[src/rtl/dot_prod_pkg.sv]
// -----------------------------------------------------------------------------
// dot_prod_pkg
// Shared types and constants for the sequential dot-product controller.
//   state_t  : controller FSM states (IDLE, CLEAR, FEED, WAIT)
//   ADDR_W   : operand memory address / term count width
//   DATA_W   : signed operand width
//   ACC_W    : MAC accumulator / result width
//   SAT_POS  : positive saturation value
//   SAT_NEG  : negative saturation value
// -----------------------------------------------------------------------------
package dot_prod_pkg;

    localparam int ADDR_W = 8;
    localparam int DATA_W = 8;
    localparam int ACC_W  = 16;

    localparam logic [ACC_W-1:0] SAT_POS = 16'h7FFF;
    localparam logic [ACC_W-1:0] SAT_NEG = 16'h8000;

    typedef enum logic [1:0] {
        ST_IDLE  = 2'd0,
        ST_CLEAR = 2'd1,
        ST_FEED  = 2'd2,
        ST_WAIT  = 2'd3
    } state_t;

endpackage

[src/rtl/dot_prod_seq.sv]
// -----------------------------------------------------------------------------
// dot_prod_seq
// Sequences a signed dot product of two operand memories through an external
// signed 8-bit MAC, then saturates the 16-bit accumulator into a result.
//
// Ports
//   i_clk, i_rst_n        : clock, asynchronous active-low reset
//   i_start, i_len        : request a dot product of i_len terms (IDLE only)
//   o_op_addr             : shared read address to the A/B operand memories
//   i_a_rdata, i_b_rdata  : operand data, one-cycle synchronous read latency
//   o_mac_a, o_mac_b      : operands driven to the MAC
//   o_mac_clr_n           : MAC clear, active-low
//   i_mac_acc             : MAC accumulator
//   i_mac_of, i_mac_uf    : MAC per-step overflow/underflow flags
//   o_result, o_sat       : saturated result and saturation indicator
//   o_busy, o_done        : busy level, one-cycle completion pulse
// -----------------------------------------------------------------------------
module dot_prod_seq
    import dot_prod_pkg::*;
(
    input  logic              i_clk,
    input  logic              i_rst_n,
    input  logic              i_start,
    input  logic [ADDR_W-1:0] i_len,
    output logic [ADDR_W-1:0] o_op_addr,
    input  logic [DATA_W-1:0] i_a_rdata,
    input  logic [DATA_W-1:0] i_b_rdata,
    output logic [DATA_W-1:0] o_mac_a,
    output logic [DATA_W-1:0] o_mac_b,
    output logic              o_mac_clr_n,
    input  logic [ACC_W-1:0]  i_mac_acc,
    input  logic              i_mac_of,
    input  logic              i_mac_uf,
    output logic [ACC_W-1:0]  o_result,
    output logic              o_sat,
    output logic              o_busy,
    output logic              o_done
);

    state_t             r_state;
    state_t             w_state_next;
    logic [ADDR_W-1:0]  r_len;
    logic [ADDR_W-1:0]  r_cnt;
    logic               r_st_of;
    logic               r_st_uf;
    logic [ACC_W-1:0]   r_result;
    logic               r_sat;
    logic               r_done;

    logic               w_accept;
    logic               w_last_term;
    logic               w_flag_en;
    logic               w_flag_free;
    logic               w_st_of;
    logic               w_st_uf;

    assign w_accept    = (r_state == ST_IDLE) && i_start;
    assign w_last_term = (r_cnt == (r_len - ADDR_W'(1)));

    // A MAC flag describes the term retired on the previous edge. In FEED k=0
    // the previous edge was the clear, so only FEED k>=1 and WAIT carry flags.
    assign w_flag_en   = ((r_state == ST_FEED) && (r_cnt != '0)) || (r_state == ST_WAIT);
    assign w_flag_free = !r_st_of && !r_st_uf;

    // First flag wins and locks; overflow beats underflow in the same cycle.
    // These are the post-sample sticky values, so the WAIT decision includes
    // the flag arriving in WAIT itself.
    assign w_st_of = r_st_of | (w_flag_en & w_flag_free & i_mac_of);
    assign w_st_uf = r_st_uf | (w_flag_en & w_flag_free & ~i_mac_of & i_mac_uf);

    // State register
    always_ff @(posedge i_clk or negedge i_rst_n) begin
        if (!i_rst_n) begin
            r_state <= ST_IDLE;
        end else begin
            r_state <= w_state_next;
        end
    end

    // Next state and MAC/memory drive
    always_comb begin
        w_state_next = r_state;
        o_mac_a      = '0;
        o_mac_b      = '0;
        o_mac_clr_n  = 1'b1;
        o_op_addr    = '0;
        case (r_state)
            ST_IDLE: begin
                if (i_start) begin
                    w_state_next = ST_CLEAR;
                end
            end
            ST_CLEAR: begin
                // Address 0 is issued here so term 0 data arrives in FEED k=0.
                o_mac_clr_n  = 1'b0;
                w_state_next = (r_len != '0) ? ST_FEED : ST_WAIT;
            end
            ST_FEED: begin
                o_mac_a   = i_a_rdata;
                o_mac_b   = i_b_rdata;
                o_op_addr = r_cnt + ADDR_W'(1);
                if (w_last_term) begin
                    w_state_next = ST_WAIT;
                end
            end
            ST_WAIT: begin
                w_state_next = ST_IDLE;
            end
            default: begin
                w_state_next = ST_IDLE;
            end
        endcase
    end

    // Term counter, sticky flags, result capture
    always_ff @(posedge i_clk or negedge i_rst_n) begin
        if (!i_rst_n) begin
            r_len    <= '0;
            r_cnt    <= '0;
            r_st_of  <= 1'b0;
            r_st_uf  <= 1'b0;
            r_result <= '0;
            r_sat    <= 1'b0;
            r_done   <= 1'b0;
        end else begin
            if (w_accept) begin
                r_len   <= i_len;
                r_cnt   <= '0;
                r_st_of <= 1'b0;
                r_st_uf <= 1'b0;
            end else begin
                if (r_state == ST_FEED) begin
                    r_cnt <= r_cnt + ADDR_W'(1);
                end
                r_st_of <= w_st_of;
                r_st_uf <= w_st_uf;
            end

            r_done <= (r_state == ST_WAIT);

            if (r_state == ST_WAIT) begin
                if (w_st_of) begin
                    r_result <= SAT_POS;
                end else if (w_st_uf) begin
                    r_result <= SAT_NEG;
                end else begin
                    r_result <= i_mac_acc;
                end
                r_sat <= w_st_of | w_st_uf;
            end
        end
    end

    assign o_result = r_result;
    assign o_sat    = r_sat;
    assign o_done   = r_done;
    assign o_busy   = (r_state != ST_IDLE);

endmodule

[config.mk]
export PLATFORM = sky130hd
export DESIGN_NAME = dot_prod_seq
export DESIGN_NICKNAME = d
export VERILOG_FILES = /design/src/rtl/dot_prod_pkg.sv /design/src/rtl/dot_prod_seq.sv
export SDC_FILE = /design/constraint.sdc
export NUM_CORES = 1
export LEC_CHECK = 0
export CORE_MARGIN = 2
export CORE_UTILIZATION = 44
export CTS_CLUSTER_SIZE = 12
export DETAILED_ROUTE_END_ITERATION = 8
export PLACE_DENSITY = 0.89
export RECOVER_POWER = 25
export SYNTH_ARGS = -nofsm -noshare
export SYNTH_HDL_FRONTEND = slang
export SYNTH_SLANG_ARGS = --single-unit
export TNS_END_PERCENT = 10
[constraint.sdc]
create_clock -name i_clk -period 2.6 [get_ports i_clk]
set_clock_uncertainty 0.2 [all_clocks]
set_input_delay 0.52 -clock i_clk [delete_from_list [all_inputs] [get_ports i_clk]]
set_output_delay 0.52 -clock i_clk [all_outputs]
set_load 0.02 [all_outputs]
---- After elaboration in Yosys (flattened, before gate mapping) ----
Index checks and enable logic that the tools add are counted.
cells by class
  add/sub/neg operators ................... 2
  eq/ne operators ......................... 6
  bitwise gates (word level) .............. 8
  multiplexer cells ....................... 14
  reductions and logical operators ........ 12
operator list
  operator             number
  $mux 8               5
  $mux 16              2
  $reduce_bool 8->1    2
  $add 8x1->8 const B  1
  $eq 8x8->1           1
  $pmux 2 s4           1
  $sub 8x1->8 const B  1
  $and 1x1->1          4
  $eq 2x2->1 const B   2
  $mux 1               4
  $mux 2               2
  $ne 2x2->1 const B   2
  $reduce_bool 2->1    2
  $logic_and 1x1->1    3
  $or 1x1->1           3
  $eq 2x1->1 const B   1
  $logic_not 1->1      2
  $logic_not 2->1      1
  $reduce_and 2->1     1
  $logic_or 1x1->1     1
  $not 1->1            1
word-level totals
  flip-flop bits (word level) ............. 38
  input bits .............................. 45
  logic and storage cells ................. 50
  output and inout port bits .............. 44

---- Logic depth before layout (Yosys ltp) ----
  word-level depth ........................ 9
  gate-level depth with buffers ........... 9
  depth with buffers taken out ............ 7

---- Least setup slack after synthesis ----
OpenSTA, ideal clock, no wires.
  kind .................................... reg2reg
  from .................................... register r_len[0]
  to ...................................... register r_state[0]
  stages on the path, launching flop included .. 8
  path buffers ............................ 0
  library setup time ...................... 0.131 ns
  required time ........................... 2.269 ns
  data arrival time ....................... 2.001 ns
  slack ................................... 0.267 ns
  period minus slack after synthesis ...... 2.333 ns
  path through ............................ dfrtp_1 > inv_1 > ha_1 > or3b_4 > or4_4 > a211oi_4 > a21o_1 > nand3_1
between the ends
  longest elaborated chain between the ends .. 4
  elaborated cells between the ends (all ways) .. 7
  classes of those cells .................. add/sub: 1; eq/ne: 2; mux: 2; reduce/logical: 2
RTL lines
  element                            line                 source
  from (decl)                        dot_prod_seq.sv:42   logic [ADDR_W-1:0] r_len;
  from (signal assigned)             dot_prod_seq.sv:127  r_len <= i_len;
  $sub 8x1->8                        dot_prod_seq.sv:58   assign w_last_term = (r_cnt == (r_len - ADDR_W'(1)));
  $eq 8x8->1                         dot_prod_seq.sv:58
  $ne 2x2->1 (no source line)        --
  $reduce_and 2->1 (no source line)  --
  to (signal assigned)               dot_prod_seq.sv:76   r_state <= w_state_next;
  to (decl)                          dot_prod_seq.sv:40   state_t r_state;
Parallel ways exist; a longest one is shown, timed or not.
A chain may end at the register's enable or synchronous reset.

---- Worst setup path after layout ----
  from .................................... register r_state[1]
  to ...................................... output o_mac_clr_n
between the ends
  longest elaborated chain between the ends .. 2
RTL lines
  element     line                source
  $eq 2x1->1  dot_prod_seq.sv:87  case (r_state)
  $mux 1      dot_prod_seq.sv:87
  to (decl)   dot_prod_seq.sv:30  output logic o_mac_clr_n,
Every way passes these cells.

==> impl_metrics.json <==
{
  "io_buffers": 88,
  "syn_area_per_cell_um2": 8.994,
  "synthArstFlopShare_pct": 100.0,
  "syn_nets": 313,
  "grt_pass1_vias": 2332,
  "final.setup.tns_ns": 0,
  "ys_top_cells_by_count": "38 x dfrtp_1, 32 x nor2_1, 23 x a21oi_1",
  "dp_hpwl_um": 4926,
  "drt_iter0_drc": 187,
  "synth_compound_area_share_pct": 14.34,
  "setup_slack_ns": 0.08652,
  "place_congestion": 0.8727,
  "cts.clk_slew.worst_paths_ns": 0.08,
  "drc_errors": 0,
  "final_antenna_net_count": 0,
  "clockRootBuffer": "clkbuf_8",
  "r2r_slack_ns": 0.10,
  "diodes": 0,
  "rr_startpoint": "r_len[1]",
  "numCtsBuffers": 5,
  "synth.top_cells.by_area": "dfrtp_1 41%, nand3b_1 5.1%, nor2_1 5.1%, and2_1 5.1%, a21oi_1 4.9%",
  "post_cts_buffers": 0,
  "yosys.area_share.adder_pct": 4.280,
  "clock-sinks": 38,
  "synth_edf_count": 0,
  "share_seq_of_total_power_pct": 29.0,
  "synth_xor_area_share_pct": 6.367,
  "total_power_mw": 3.489,
  "synth.top_cell.area_share_pct": 40.66,
  "fin_crit_sh_pct": 96.67,
  "switchingPower_mw": 1.531,
  "period_needed_ns": 2.513,
  "dp_slack_ns": 0.1389,
  "required_ns": 1.88,
  "synth_seq_area_share_pct": 40.66,
  "die_width_um": 76.90,
  "final_cell_area_mm2": 0.003461,
  "rows": 26,
  "drive_gt1_share_pct": 12.85,
  "overflow": 0,
  "p_clk_share_pct": 12.2,
  "max_cap_viol_count": 0,
  "power.leakage_nw": 1.508,
  "p_int_mw": 1.958,
  "critical_path.reg2reg.endpoint": "r_state[0]",
  "finalHoldViolCount": 0,
  "synth.distinct_cells": 45,
  "slew_viol_final": 0,
  "synth_top_family_by_area": "simple AND/OR/NAND/NOR gates",
  "crit_path_end": "o_mac_clr_n",
  "io_pins": 89,
  "p_per_area_mw_per_mm2": 1008,
  "layout.cells.non_filler": 428,
  "end_kind": "primary output",
  "yosys.area_share.simple_pct": 26.43,
  "criticalPathCategory": "flip-flop to primary output",
  "status": "finished clean",
  "combPwrFrac_pct": 58.8,
  "synth_ff_type": "dfrtp_1",
  "htree_levels": 2,
  "critPathLaunchType": "flip-flop",
  "muxShareOfSynthArea_pct": 2.889,
  "die_area_mm2": 0.005914,
  "rsz0062_at_grt": "false",
  "die_h_um": 76.90,
  "r2r_cells": 7,
  "clock.fmax_ghz": 0.3979,
  "postPlaceCellArea_mm2": 0.003388,
  "multi_input_area_mm2": 0.001280,
  "synthToLayoutAreaGrowth_pct": 47.99,
  "firstDrtPassIters": 4,
  "grt_start_max_net_pins": 39,
  "syn_inst": 260,
  "slew_headroom_pct": 38.32,
  "fillCellCount": 405,
  "drt-total-wl_um": 6412,
  "place_inst": 420,
  "yosysWarnings": 0,
  "crit_path_start": "r_state[1]",
  "seqCellArea_um2": 950.9,
  "netlist_area_mm2": 0.002338,
  "grt_antenna_before_repair": 0,
  "grt_pass1_wl_um": 10980,
  "synth_seq_cells": 38,
  "routedWlPerCell_um": 14.98,
  "clkLatencyLatePin_ns": 0.29,
  "synth_area_leader_cell": "dfrtp_1",
  "setup_viol": 0,
  "coreArea_mm2": 0.005107,
  "swShare_pct": 43.89,
  "path_max_fanout": 5,
  "grt_util_all_layers_pct": 22.92,
  "route.vias.total": 2245,
  "ir_worst_vdd_v": 0.0004778,
  "tritoncts": "done",
  "fin_nets": 410,
  "hold_path_class": "input pin to asynchronous set/reset pin",
  "hold_slack_ns": 0.1425,
  "start_util_pct": 45.79,
  "worst_ep_arrival_time_ns": 1.79,
  "clk_path_buf_depth": 2,
  "fin_util_pct": 67.76,
  "drt-vias-per-instance": 5.245,
  "tightestPinTransition_ns": 0.9251,
  "synth_most_common_cell": "dfrtp_1"
}
cell type report:
type | count | area share, %
well taps | 70 | 2.531
inverters | 13 | 1.410
repair buffers | 108 | 28.85
multi-input cells | 191 | 36.98
clock buffers | 6 | 2.386
clock inverters | 2 | 0.3615
flip-flops and latches | 38 | 27.48
worst min-delay path by stage:
stage	from	endpoint	slack, ns	cells after the start
2_1_floorplan	i_rst_n	o_done	0.02	0
3_3_place_gp	o_sat	o_sat	0.30	2
3_5_place_dp	o_sat	o_sat	0.31	2
4_1_cts	i_rst_n	r_len[3]	0.15	1
5_1_grt	i_rst_n	r_cnt[1]	0.24	1
6_report	i_rst_n	r_cnt[1]	0.14	1
state kept, by name, summed over array words and instances (netlist names):
register	flops
o_result	16
r_cnt	8
r_len	8
r_state	2
o_done	1
o_sat	1
r_st_of	1
r_st_uf	1
layer usage:
| metal | wire [um] | part of all wire (%) | track usage [%] | up-vias |
|---|---|---|---|---|
| li1 | - | - | - | 1081 |
| met1 | 2704 | 42 | 28.77 | 1078 |
| met2 | 3318 | 52 | 39.39 | 74 |
| met3 | 266 | 4.1 | 3.882 | 12 |
| met4 | 123 | 1.9 | 8.727 | 0 |
| met5 | 0 | 0 | 0 | - |
power groups by stage:
stage	Clock, mW	Sequential (mW)	Combinational [mW]
CTS	0.434	1.01	2.06
detailed placement	0	1.01	2.10
finish	0.426	1.01	2.05
global route	0.459	1.05	2.23
global placement	0	1.00	2.03
floorplan	0	1.06	1.22
critical path, stage by stage, from the launching register on:
cell             delay [ns]
dfrtp_1                0.46
inv_1                  0.12
ha_1                   0.20
inv_1                  0.11
clkdlybuf4s50_1        0.61
layout by cell type, fill, tap and decap left out, drive strengths merged, types with 4 or more instances in the layout:
cell | Yosys | routed
a21oi | 23 | 23
and2 | 19 | 19
buf | 1 | 20
clkbuf | 17 | 7
clkdlybuf4s50 | 0 | 62
dfrtp | 38 | 38
dlygate4sd2 | 0 | 24
ha | 8 | 8
inv | 13 | 13
mux2 | 6 | 6
nand2 | 7 | 7
nand3 | 7 | 7
nand3b | 16 | 16
nand4 | 4 | 4
nor2 | 32 | 32
o21ai | 9 | 9
or3 | 4 | 4
xnor2 | 8 | 8
xor2 | 9 | 9
logic make-up (layout without fill, tap and decap cells):
logic type,after synthesis,after routing
simple gates,109,109
fa+ha+maj,8,8
mux,6,6
compound gates,51,51
xor+xnor,17,17
buf+inv,31,129
flops,38,38
timing repair:
item / 4_1_cts / 5_1_grt
hold buffers: 0 / 0
setup endpoints to repair: 24 / 1
resized for setup: 27 / 1
No activity file was read; power rests on OpenSTA's default activity.
